[src/rtl/vga_sync_gen_pkg.sv]
// Default 640x480@60 VGA timing constants, counter width and the RGB pixel type.
// Shared by the sync generator, its per-axis timer and the pin-side interface.
package vga_timing_pkg;

    localparam int H_ACTIVE = 640;
    localparam int H_FP     = 15;
    localparam int H_SYNC   = 96;
    localparam int H_BP     = 49;
    localparam int H_TOTAL  = H_ACTIVE + H_FP + H_SYNC + H_BP;

    localparam int V_ACTIVE = 480;
    localparam int V_FP     = 9;
    localparam int V_SYNC   = 2;
    localparam int V_BP     = 34;
    localparam int V_TOTAL  = V_ACTIVE + V_FP + V_SYNC + V_BP;

    localparam int CNT_W    = 10;

    typedef struct packed {
        logic [3:0] r;
        logic [3:0] g;
        logic [3:0] b;
    } rgb_t;

endpackage

[src/rtl/vga_sync_gen_if.sv]
// Pixel-side bus of the sync generator: colour in, coordinates/sync/blanked RGB out.
// master = generator, slave = draw logic / pin driver.
interface vga_sync_gen_if;
    import vga_timing_pkg::*;

    rgb_t             rgb_in;
    logic [CNT_W-1:0] x;
    logic [CNT_W-1:0] y;
    logic             activeH;
    logic             activeV;
    logic             Hsync;
    logic             Vsync;
    logic [3:0]       vgaRed;
    logic [3:0]       vgaGreen;
    logic [3:0]       vgaBlue;
    logic             line_end;
    logic             frame_end;

    modport master (
        input  rgb_in,
        output x, y, activeH, activeV, Hsync, Vsync,
        output vgaRed, vgaGreen, vgaBlue, line_end, frame_end
    );

    modport slave (
        output rgb_in,
        input  x, y, activeH, activeV, Hsync, Vsync,
        input  vgaRed, vgaGreen, vgaBlue, line_end, frame_end
    );

endinterface

[src/rtl/vga_sync_gen_axis_timer.sv]
// One timing axis: wrapping counter advanced by inc, plus active/sync decodes.
// Decodes are combinational from the counter register; reset forces the idle (active, unsynced) state.
module vga_axis_timer
    import vga_timing_pkg::*;
#(
    parameter int ACTIVE   = 640,
    parameter int FP       = 15,
    parameter int SYNC     = 96,
    parameter int BP       = 49,
    parameter bit SYNC_POL = 1'b0
) (
    input  logic             clk,
    input  logic             greset,
    input  logic             inc,
    output logic [CNT_W-1:0] count,
    output logic             wrap,
    output logic             active,
    output logic             sync
);

    localparam int               TOTAL   = ACTIVE + FP + SYNC + BP;
    localparam logic [CNT_W-1:0] LAST    = CNT_W'(TOTAL - 1);
    localparam logic [CNT_W-1:0] ACT_END = CNT_W'(ACTIVE);
    localparam logic [CNT_W-1:0] SYNC_LO = CNT_W'(ACTIVE + FP);
    localparam logic [CNT_W-1:0] SYNC_HI = CNT_W'(ACTIVE + FP + SYNC - 1);

    logic [CNT_W-1:0] count_q;
    logic [CNT_W-1:0] count_d;
    logic             in_sync;

    always_comb begin
        count_d = count_q;
        if (inc) begin
            count_d = (count_q == LAST) ? '0 : count_q + 1'b1;
        end
    end

    always_ff @(posedge clk) begin
        if (greset) begin
            count_q <= '0;
        end else begin
            count_q <= count_d;
        end
    end

    assign in_sync = ~greset & (count_q >= SYNC_LO) & (count_q <= SYNC_HI);

    assign count  = count_q;
    assign wrap   = inc & ~greset & (count_q == LAST);
    assign active = greset | (count_q < ACT_END);
    assign sync   = in_sync ? SYNC_POL : ~SYNC_POL;

endmodule

[src/rtl/vga_sync_gen.sv]
// VGA timing generator: x/y counters, Hsync/Vsync, active flags, blanked RGB, line/frame pulses.
// Zero latency from counters to outputs; VGA_SYNC_OUT_FF_EN adds one output register stage (x/y unaffected).
module vga_sync_gen #(
    parameter int H_ACTIVE = vga_timing_pkg::H_ACTIVE,
    parameter int H_FP     = vga_timing_pkg::H_FP,
    parameter int H_SYNC   = vga_timing_pkg::H_SYNC,
    parameter int H_BP     = vga_timing_pkg::H_BP,
    parameter int V_ACTIVE = vga_timing_pkg::V_ACTIVE,
    parameter int V_FP     = vga_timing_pkg::V_FP,
    parameter int V_SYNC   = vga_timing_pkg::V_SYNC,
    parameter int V_BP     = vga_timing_pkg::V_BP,
    parameter bit SYNC_POL = 1'b0
) (
    input  logic           clk,
    input  logic           greset,
    vga_sync_gen_if.master vga
);
    import vga_timing_pkg::*;

    logic [CNT_W-1:0] x_cnt;
    logic [CNT_W-1:0] y_cnt;
    logic             h_wrap;
    logic             v_wrap;
    logic             h_act;
    logic             v_act;
    logic             h_sync;
    logic             v_sync;
    rgb_t             rgb_d;

    vga_axis_timer #(
        .ACTIVE(H_ACTIVE), .FP(H_FP), .SYNC(H_SYNC), .BP(H_BP), .SYNC_POL(SYNC_POL)
    ) u_h_timer (
        .clk(clk), .greset(greset), .inc(1'b1),
        .count(x_cnt), .wrap(h_wrap), .active(h_act), .sync(h_sync)
    );

    vga_axis_timer #(
        .ACTIVE(V_ACTIVE), .FP(V_FP), .SYNC(V_SYNC), .BP(V_BP), .SYNC_POL(SYNC_POL)
    ) u_v_timer (
        .clk(clk), .greset(greset), .inc(h_wrap),
        .count(y_cnt), .wrap(v_wrap), .active(v_act), .sync(v_sync)
    );

    assign vga.x = x_cnt;
    assign vga.y = y_cnt;

    assign rgb_d = (h_act & v_act) ? vga.rgb_in : '0;

`ifdef VGA_SYNC_OUT_FF_EN
    logic h_act_q, v_act_q, h_sync_q, v_sync_q, line_end_q, frame_end_q;
    rgb_t rgb_q;

    // In reset the region reads as active, so the colour register keeps following rgb_in.
    always_ff @(posedge clk) begin
        if (greset) begin
            h_act_q     <= 1'b1;
            v_act_q     <= 1'b1;
            h_sync_q    <= ~SYNC_POL;
            v_sync_q    <= ~SYNC_POL;
            line_end_q  <= 1'b0;
            frame_end_q <= 1'b0;
            rgb_q       <= rgb_d;
        end else begin
            h_act_q     <= h_act;
            v_act_q     <= v_act;
            h_sync_q    <= h_sync;
            v_sync_q    <= v_sync;
            line_end_q  <= h_wrap;
            frame_end_q <= v_wrap;
            rgb_q       <= rgb_d;
        end
    end

    assign vga.activeH   = h_act_q;
    assign vga.activeV   = v_act_q;
    assign vga.Hsync     = h_sync_q;
    assign vga.Vsync     = v_sync_q;
    assign vga.line_end  = line_end_q;
    assign vga.frame_end = frame_end_q;
    assign vga.vgaRed    = rgb_q.r;
    assign vga.vgaGreen  = rgb_q.g;
    assign vga.vgaBlue   = rgb_q.b;
`else
    assign vga.activeH   = h_act;
    assign vga.activeV   = v_act;
    assign vga.Hsync     = h_sync;
    assign vga.Vsync     = v_sync;
    assign vga.line_end  = h_wrap;
    assign vga.frame_end = v_wrap;
    assign vga.vgaRed    = rgb_d.r;
    assign vga.vgaGreen  = rgb_d.g;
    assign vga.vgaBlue   = rgb_d.b;
`endif

endmodule

[src/flat_wrapper.sv]
// flat-port wrapper written by rule: the top's interface ports become plain ports
module vga_sync_gen_flat import vga_timing_pkg::*;
#(
    parameter int H_ACTIVE = vga_timing_pkg::H_ACTIVE,
    parameter int H_FP     = vga_timing_pkg::H_FP,
    parameter int H_SYNC   = vga_timing_pkg::H_SYNC,
    parameter int H_BP     = vga_timing_pkg::H_BP,
    parameter int V_ACTIVE = vga_timing_pkg::V_ACTIVE,
    parameter int V_FP     = vga_timing_pkg::V_FP,
    parameter int V_SYNC   = vga_timing_pkg::V_SYNC,
    parameter int V_BP     = vga_timing_pkg::V_BP,
    parameter bit SYNC_POL = 1'b0
)
  (clk, greset, vga_rgb_in, vga_x, vga_y, vga_activeH, vga_activeV, vga_Hsync, vga_Vsync, vga_vgaRed, vga_vgaGreen, vga_vgaBlue, vga_line_end, vga_frame_end);
  vga_sync_gen_if vga_i ();
  input  logic clk;
  input  logic greset;
  input wire logic [$bits(vga_i.rgb_in)-1:0] vga_rgb_in;
  output wire logic [$bits(vga_i.x)-1:0] vga_x;
  output wire logic [$bits(vga_i.y)-1:0] vga_y;
  output wire logic [$bits(vga_i.activeH)-1:0] vga_activeH;
  output wire logic [$bits(vga_i.activeV)-1:0] vga_activeV;
  output wire logic [$bits(vga_i.Hsync)-1:0] vga_Hsync;
  output wire logic [$bits(vga_i.Vsync)-1:0] vga_Vsync;
  output wire logic [$bits(vga_i.vgaRed)-1:0] vga_vgaRed;
  output wire logic [$bits(vga_i.vgaGreen)-1:0] vga_vgaGreen;
  output wire logic [$bits(vga_i.vgaBlue)-1:0] vga_vgaBlue;
  output wire logic [$bits(vga_i.line_end)-1:0] vga_line_end;
  output wire logic [$bits(vga_i.frame_end)-1:0] vga_frame_end;
  assign vga_i.rgb_in = vga_rgb_in;
  assign vga_x = vga_i.x;
  assign vga_y = vga_i.y;
  assign vga_activeH = vga_i.activeH;
  assign vga_activeV = vga_i.activeV;
  assign vga_Hsync = vga_i.Hsync;
  assign vga_Vsync = vga_i.Vsync;
  assign vga_vgaRed = vga_i.vgaRed;
  assign vga_vgaGreen = vga_i.vgaGreen;
  assign vga_vgaBlue = vga_i.vgaBlue;
  assign vga_line_end = vga_i.line_end;
  assign vga_frame_end = vga_i.frame_end;
  vga_sync_gen #(.H_ACTIVE(H_ACTIVE), .H_FP(H_FP), .H_SYNC(H_SYNC), .H_BP(H_BP), .V_ACTIVE(V_ACTIVE), .V_FP(V_FP), .V_SYNC(V_SYNC), .V_BP(V_BP), .SYNC_POL(SYNC_POL)) u_core (.clk(clk), .greset(greset), .vga(vga_i));
endmodule
[config.mk]
export PLATFORM = sky130hd
export DESIGN_NAME = vga_sync_gen_flat
export DESIGN_NICKNAME = d
export VERILOG_FILES = /design/src/rtl/vga_sync_gen_pkg.sv /design/src/rtl/vga_sync_gen_if.sv /design/src/rtl/vga_sync_gen_axis_timer.sv /design/src/rtl/vga_sync_gen.sv /design/src/flat_wrapper.sv
export SDC_FILE = /design/constraint.sdc
export NUM_CORES = 1
export LEC_CHECK = 0
export BUFFER_PORTS_ARGS = -buffer_cell sky130_fd_sc_hd__buf_2
export CAP_MARGIN = 40
export CORE_ASPECT_RATIO = 1.4
export CORE_MARGIN = 10
export CORE_UTILIZATION = 40
export CTS_CLUSTER_DIAMETER = 50
export DETAILED_ROUTE_END_ITERATION = 8
export PLACE_DENSITY = 0.71
export SLEW_MARGIN = 0
export SYNTH_ARGS = -nofsm -noshare
export SYNTH_HDL_FRONTEND = slang
export SYNTH_SLANG_ARGS = --single-unit
[constraint.sdc]
create_clock -name clk -period 2 [get_ports clk]
set_input_delay 0.1 -clock clk [delete_from_list [all_inputs] [get_ports clk]]
set_output_delay 0.1 -clock clk [all_outputs]
set_load 0.01 [all_outputs]
==> results.yml, run 1 <==
global_routing:
  antenna_found_initial: 0
  grt_pass1_wl_mm: 5.68
  grt_pass1_vias: 1230
  grt_max_degree: 13
  grt_util_all_layers: 0.125
  grt_overflow: 0
die:
  die_h_um: 83.8
  dieArea_sq_um: 5500
  io_pins: 52
  fp-row-count: 23
  dieWidth_um: 65.6
  core_sq_um: 2820
  start_util: 0.413
cells_and_area:
  final_nets: 212
  fill_cells: 310
  multi_input_comb_area_sq_um: 718
  area_growth_pct: 30.3
  regArea_sq_um: 400
  antenna_cells: 0
  postLayoutCoreUtil: 0.538
  drive_gt1_frac: 0.351
pwr:
  total_power_mw: 0.782
  peakVddDrop_mv: 0.388
  leakagePower_nw: 0.702
  pwr_density_cell_nw_per_um2: 515
cts:
  cts_buffers: 3
  root_buffer: "clkbuf_8"
  clkLatencyLatePin_ps: 260
  htreeDepth: 1
  ctsResizeCount: 0
  post_cts_buffers: 0
  holdBufCountCts: 0
  path_clk_slew_ps: 70
  clock_sinks: 20
  cts_tree: "done"
  cts_buffer_depth: 2
synth:
  syn_area_sq_um: 1160
  syn_avg_cell_area_sq_um: 8.43
  postSynthCellCount: 138
  yosys.area.top_type_share: 0.344
  synth_fp_nets: 158
  synth_edf_count: 0
  synthTopCellsByArea: "dfxtp_1 (34%), nor2b_1 (8.1%), ha_1 (6.5%)"
  synth-seq-cells: 20
  async_flop_share: 0
  synth_top_area_cell: "dfxtp_1"
  synth-seq-area-share: 0.344
  ys.flop_type: "dfxtp_1"
  ys_warn_count: 0
  synth_cell_type_count: 36
detailed_routing:
  drt_first_iter_violations: 37
  remaining_drc_errors: 0
  viasPerCell: 5.11
  drt-wirelength-per-cell_um: 14.9
  firstDrtPassIters: 4
  routed_wl_mm: 3.39
  vias: 1166
  postRouteAntennaNets: 0
timing:
  fin_ws_ps: 84.9
  setup_viol: 0
  max_freq_mhz: 522
  worst_slew_pin_slew_ps: 353
  fin_tns_setup_ps: 0
  hold_viol_final: 0
  whs_ps: 125
  finalCritPeriodShare: 0.958
  max_slew_margin: 0.765
  drv_slew: 0
  finClkSkew_ps: 5.28
  period_needed_ps: 1920
  grt_setup_unrepaired: "false"
flow_run:
  cap_violations: 0
place:
  preCtsSetupSlack_ps: 172
  gp_congestion: 0.851
  port_buffers: 51
  hpwl_mm: 2.71
status:
  outcome: "finished, final reports clean"
critical_path:
  crit_path_max_fanout: 5
  startpoint_type: "flop"
  crit_type: "flop to primary output"
  cp.arrival_ps: 1820
  cp-end-kind: "primary output"
  worstPathRequired_ps: 1900
hold_path:
  min_path_type: "input port to flop"
## area by class of cell
type	instances	share of cell area
Tap cell	37	0.0305
Clock buffer	4	0.0363
Inverter	5	0.0124
Multi-Input combinational cell	108	0.474
Timing Repair Buffer	54	0.183
Sequential cell	20	0.264
## worst max-delay path, stage by stage, from the launching register on
cell     delay, ps
dfxtp_1        360
inv_2          120
ha_1           170
nand4_1         90
or4_4          540
nor2_1         130
buf_2          150
## cells by family after synthesis
kind of cell	after synthesis	share of synthesized area
AO/OA/AOI/OAI	18	0.0946
XOR/XNOR	10	0.0753
adder cells (fa/ha/maj)	6	0.0645
buffers and inverters	10	0.0398
flip-flops	20	0.344
multiplexers	1	0.00860
AND/OR/NAND/NOR	73	0.373
## through the flow
stage,cells,area (sq um)
after floorplan,138,1160
after CTS,228,1520
final,228,1520
after detailed placement,224,1460
after global routing,228,1520
after global placement,224,1460
## registers in the layout, summed over array words and instances, names as in the netlist
register,flops
u_core.u_v_timer.count,10
u_core.u_h_timer.count,10
## path summary, 6_finish.rpt
path | endpoint | from | slack [ps] | cells after the start
max | vga_frame_end | u_core.u_v_timer.count[0]$_SDFFE_PP0P_ | 80 | 6
min | u_core.u_h_timer.count[6]$_SDFF_PP0_ | greset | 130 | 2
max reg2reg | u_core.u_v_timer.count[3]$_SDFFE_PP0P_ | u_core.u_v_timer.count[0]$_SDFFE_PP0P_ | 200 | 6
min reg2reg | u_core.u_h_timer.count[0]$_SDFF_PP0_ | u_core.u_h_timer.count[0]$_SDFF_PP0_ | 470 | 1
## power by group
group,internal [mW],leakage [nW],switching [mW],total (mW)
combinational,0.0326,0.511,0.0331,0.0657
sequential,0.403,0.162,0.00586,0.409
clock,0.175,0.0288,0.132,0.307
## synth_stat cells, types with 2 or more instances
| master | instances |
|---|---|
| o21ai_0 | 4 |
| or4_1 | 2 |
| and4_1 | 4 |
| ha_1 | 6 |
| nand3_1 | 8 |
| nand2b_1 | 2 |
| dfxtp_1 | 20 |
| or3_1 | 3 |
| clkbuf_1 | 3 |
| a21oi_1 | 7 |
| xnor2_1 | 2 |
| inv_1 | 4 |
| and2_1 | 2 |
| nor2b_1 | 15 |
| nor2_1 | 14 |
| xor2_1 | 8 |
| nand2_1 | 8 |
| nand4_1 | 5 |
| o31ai_1 | 2 |
| nor3_1 | 3 |
## routing by layer
layer,wire [um],track usage,vias up
met5,0,0,-
met4,53,0.0410,0
met3,238,0.0484,7
met2,1760,0.225,29
met1,1330,0.125,542
li1,-,-,588
## cell usage in the layout, fill, tap and decap left out, types with 2 or more instances in the layout
| cell type | count |
|---|---|
| buf_2 | 51 |
| xor2_1 | 8 |
| dfxtp_1 | 20 |
| nand2_1 | 8 |
| o31ai_1 | 2 |
| nand3_1 | 8 |
| or4_1 | 2 |
| o21ai_0 | 4 |
| and2_1 | 2 |
| nand4_1 | 5 |
| nor2_1 | 14 |
| buf_4 | 3 |
| or3_1 | 3 |
| a21oi_1 | 7 |
| nand2b_1 | 2 |
| inv_2 | 3 |
| xnor2_1 | 2 |
| inv_1 | 2 |
| nor2b_1 | 15 |
| ha_1 | 6 |
| nor3_1 | 3 |
| clkbuf_8 | 4 |
| and4_1 | 3 |
Note: power is estimated with default switching activity, not from simulation.
==> run 2: changes to the inputs <==
CORE_UTILIZATION = 46   (was 40)
PLACE_DENSITY = 0.79   (was 0.71)
==> results.yml, run 2 (synthesized netlist as in run 1, its figures left out) <==
flow_run:
  cap_violations: 0
detailed_routing:
  firstDrtPassIters: 4
  remaining_drc_errors: 0
  routed_wl_mm: 3.34
  vias: 1175
  drt-wirelength-per-cell_um: 14.8
  drt_first_iter_violations: 17
  postRouteAntennaNets: 0
  viasPerCell: 5.20
critical_path:
  reg2reg_depth: 4
  cp_cell_sequence: "inv_2, ha_1, nand4_1, or4_4, nor2_1, buf_2"
  reg2reg_slack_ps: 220
  r2r-start: "u_core.u_h_timer.count[8]$_SDFF_PP0_"
  cp_slowest_cell: "or4_4"
  crit_type: "flop to primary output"
  r2r_end: "u_core.u_v_timer.count[6]$_SDFFE_PP0P_"
  cp_num_cells: 6
  crit_path_max_fanout: 5
  startpoint_type: "flop"
  worstPathRequired_ps: 1900
  cp.arrival_ps: 1790
  cp-end-kind: "primary output"
  endpoint: "vga_frame_end"
  cp_num_buf_inv: 2
  max_stage_delay_ps: 530
  startpoint: "u_core.u_v_timer.count[0]$_SDFFE_PP0P_"
  path_delay_family: "simple AND/OR/NAND/NOR gates"
cts:
  clock_sinks: 20
  cts_buffers: 3
  root_buffer: "clkbuf_4"
  cts_tree: "done"
  post_cts_buffers: 0
  path_clk_slew_ps: 120
  clkLatencyLatePin_ps: 310
  htreeDepth: 1
  cts_buffer_depth: 2
status:
  outcome: "finished, final reports clean"
timing:
  grt_setup_unrepaired: "false"
  worst_slew_pin_slew_ps: 375
  hold_viol_final: 0
  max_freq_mhz: 528
  finClkSkew_ps: 2.12
  fin_tns_setup_ps: 0
  drv_slew: 0
  max_slew_margin: 0.749
  finalCritPeriodShare: 0.947
  setup_viol: 0
  whs_ps: 71.7
  period_needed_ps: 1890
global_routing:
  grt_util_all_layers: 0.127
  grt_pass1_vias: 1159
  antenna_found_initial: 0
  grt_max_degree: 13
  grt_overflow: 0
  grt_pass1_wl_mm: 5.29
cells_and_area:
  layoutNonFillerInstCount: 226
  final_common_cell: "buf_2"
  fill_cells: 249
  drive_gt1_frac: 0.375
  final_nets: 213
  antenna_cells: 0
  area_growth_pct: 29.6
  final_cell_mix: "buf_2 (51), dfxtp_1 (16), nor2b_1 (15), nor2_1 (14)"
  finish.instance_area_sq_um: 1510
hold_path:
  min_path_type: "input port to flop"
pwr:
  leakagePower_nw: 0.702
  peakVddDrop_mv: 0.480
  pwr_density_cell_nw_per_um2: 478
die:
  dieArea_sq_um: 4970
  io_pins: 52
  start_util: 0.481
  die_h_um: 79.5
  fp-row-count: 21
  core_sq_um: 2420
  dieWidth_um: 62.5
place:
  dpl_cell_area_sq_um: 1460
  gp_congestion: 0.897
  hpwl_mm: 2.75
  placed_cells: 222
  port_buffers: 51
## run 2: cell count changes in the layout (fill, tap and decap cells not counted)
cell and change:
and4_2 -1, dfxtp_1 -4, and4_4 +1, buf_4 +1, clkbuf_8 -3, clkbuf_4 +3
dfxtp_2 +4
## run 2: metrics by stage
step	power, mW	worst slack (ps)	util
6_report	0.720	106	0.624
4_1_cts	0.724	15.4	0.621
3_5_place_dp	0.485	169	0.606
3_3_place_gp	0.484	265	0.606
2_1_floorplan	0.451	300	-
5_1_grt	0.744	0.823	0.624
## run 2: cell type report
cell class              instances  area [sq um]  share of cell area
multi-input cells             108           719               0.477
flip-flops and latches         20           405               0.269
repair buffers                 55           285               0.189
well taps                      34          42.5              0.0282
clock buffers                   4          36.3              0.0241
inverters                       5          18.8              0.0124
## run 2: how the worst min path moves through the flow
stage	startpoint	endpoint	cells past startpoint
2_1_floorplan	vga_rgb_in[0]	vga_vgaBlue[0]	1
3_3_place_gp	greset	u_core.u_h_timer.count[6]$_SDFF_PP0_	2
5_1_grt	greset	u_core.u_h_timer.count[6]$_SDFF_PP0_	2
3_5_place_dp	greset	u_core.u_h_timer.count[4]$_SDFF_PP0_	2
6_report	greset	u_core.u_h_timer.count[4]$_SDFF_PP0_	2
4_1_cts	greset	u_core.u_h_timer.count[4]$_SDFF_PP0_	2
## run 2: report_power, final
group	internal [mW]	leakage (nW)	total, mW	switching [mW]
registers	0.404	0.163	0.410	0.00598
clock network	0.111	0.0210	0.246	0.134
logic	0.0325	0.517	0.0651	0.0325
## run 2: what timing repair did
action / in CTS / in global routing
hold buffers: 0 / 0
resized for setup: 0 / 8
setup endpoints to repair: 0 / 4
## run 2: metal layers
metal  vias to the layer above  part of all wire  global-route usage
met2                        35              0.52               0.229
met5                         -                 0                   0
met1                       536              0.41               0.131
met4                         0             0.025              0.0605
li1                        594                 -                   -
met3                        10             0.049              0.0365
==> run 3: changes to the inputs <==
==> constraint.sdc (replaced) <==
create_clock -name clk -period 1.82 [get_ports clk]
set_input_delay 0.091 -clock clk [delete_from_list [all_inputs] [get_ports clk]]
set_output_delay 0.091 -clock clk [all_outputs]
set_load 0.02 [all_outputs]
==> results.yml, run 3 (synthesized netlist as in run 1, its figures left out) <==
status:
  outcome: "finished, violations left"
  violations: "negative setup slack"
cells_and_area:
  final_cell_mix: "buf_2 (47), buf_4 (18), nor2b_1 (14), nor2_1 (12), dfxtp_1 (12)"
  drive_gt1_frac: 0.473
  final_common_cell: "buf_2"
  antenna_cells: 0
  final_nets: 226
  area_growth_pct: 43.3
global_routing:
  grt_overflow: 0
  grt_pass1_wl_mm: 5.62
  grt_max_degree: 13
  grt_pass1_vias: 1236
  antenna_found_initial: 0
  grt_util_all_layers: 0.132
cts:
  clkLatencyLatePin_ps: 310
  root_buffer: "clkbuf_4"
  holdBufCountCts: 0
  clock_sinks: 20
  path_clk_slew_ps: 110
  htreeDepth: 1
  cts_tree: "done"
  cts_buffers: 3
  cts_buffer_depth: 2
timing:
  worst_slew_pin_slew_ps: 341
  max_freq_mhz: 526
  fin_tns_setup_ps: -81.2
  period_needed_ps: 1900
  max_slew_margin: 0.772
  drv_slew: 0
  hold_viol_final: 0
  fin_ws_ps: -81.2
  grt_setup_unrepaired: "true"
  setup_viol: 1
  finalCritPeriodShare: 1.04
  finClkSkew_ps: 6.67
flow_run:
  cap_violations: 0
hold_path:
  hold_path_depth: 2
  min_path_type: "input port to flop"
detailed_routing:
  wl_met3_um: 181
  wl_met2_mm: 1.81
  firstDrtPassIters: 4
  drt_first_iter_violations: 10
  top_layer: "met4"
  remaining_drc_errors: 0
  postRouteAntennaNets: 0
  viasPerCell: 5.15
  vias: 1231
  routed_wl_mm: 3.41
  drt-wirelength-per-cell_um: 14.3
  wl_met1_mm: 1.37
critical_path:
  worstPathRequired_ps: 1730
  cp.arrival_ps: 1810
  cp-end-kind: "primary output"
  crit_type: "flop to primary output"
  startpoint_type: "flop"
  crit_path_max_fanout: 5
  reg2reg_depth: 4
die:
  start_util: 0.481
  io_pins: 52
  fp-row-count: 21
  dieWidth_um: 62.5
  dieArea_sq_um: 4970
  core_sq_um: 2420
  die_h_um: 79.5
place:
  hpwl_mm: 2.66
  port_buffers: 51
  gp_congestion: 0.867
pwr:
  leakagePower_nw: 0.788
  pwr_density_cell_nw_per_um2: 486
  total_power_mw: 0.811
  peakVddDrop_mv: 0.336
==> run 3: cell count changes in the layout (fill, tap and decap cells not counted), sizes merged <==
cell	change
buf	+13
==> run 3: through the flow <==
step | area, sq um | cells | hold WS [ps] | worst slack [ps] | util
floorplan | 1160 | 138 | 355 | 32.5 | -
global placement | 1540 | 232 | 388 | 174 | 0.637
detailed placement | 1540 | 232 | 383 | 97.7 | 0.637
CTS | 1590 | 236 | 31.3 | -72.3 | 0.656
global route | 1670 | 239 | 69.9 | -147 | 0.690
finish | 1670 | 239 | 44.1 | -81.2 | 0.690
==> run 3: worst max-delay path, cell delays in order, from the launching register on <==
cell and delay, ps:
dfxtp_2 340, or3_4 380, or4_4 550, nor2_4 110, buf_6 120
==> run 3: final timing paths <==
path	start	endpoint	slack, ps
worst max-delay path	u_core.u_v_timer.count[5]$_SDFFE_PP0P_	vga_frame_end	-80
worst min-delay path	greset	u_core.u_h_timer.count[4]$_SDFF_PP0_	40
worst max register to register	u_core.u_v_timer.count[5]$_SDFFE_PP0P_	u_core.u_v_timer.count[3]$_SDFFE_PP0P_	50
worst min register to register	u_core.u_h_timer.count[0]$_SDFF_PP0_	u_core.u_h_timer.count[0]$_SDFF_PP0_	520
==> run 3: area by class of cell <==
class / count / area [sq um]
multi-input combinational: 108 / 753
fill: 213 / 749
sequential: 20 / 413
timing repair buffer: 68 / 404
tap: 34 / 42.5
clock buffer: 4 / 36.3
inverter: 5 / 18.8
==> run 3: metal layers <==
metal,track usage,vias up
met1,0.145,575
met5,0,-
li1,-,618
met2,0.237,33
met4,0.0471,0
met3,0.0365,5
==> run 3: where the power goes <==
group / total (mW) / leakage (nW) / internal, mW / switching [mW]
registers: 0.445 / 0.166 / 0.442 / 0.00294
clock network: 0.264 / 0.0210 / 0.122 / 0.142
logic: 0.101 / 0.601 / 0.0452 / 0.0562
==> run 3: repair_timing <==
action                                  4_1_cts  5_1_grt
resized for setup                             6       27
buffers inserted                              0        2
pin swaps                                     0        5
endpoints found under the setup margin        3       22
cloned                                        0        1
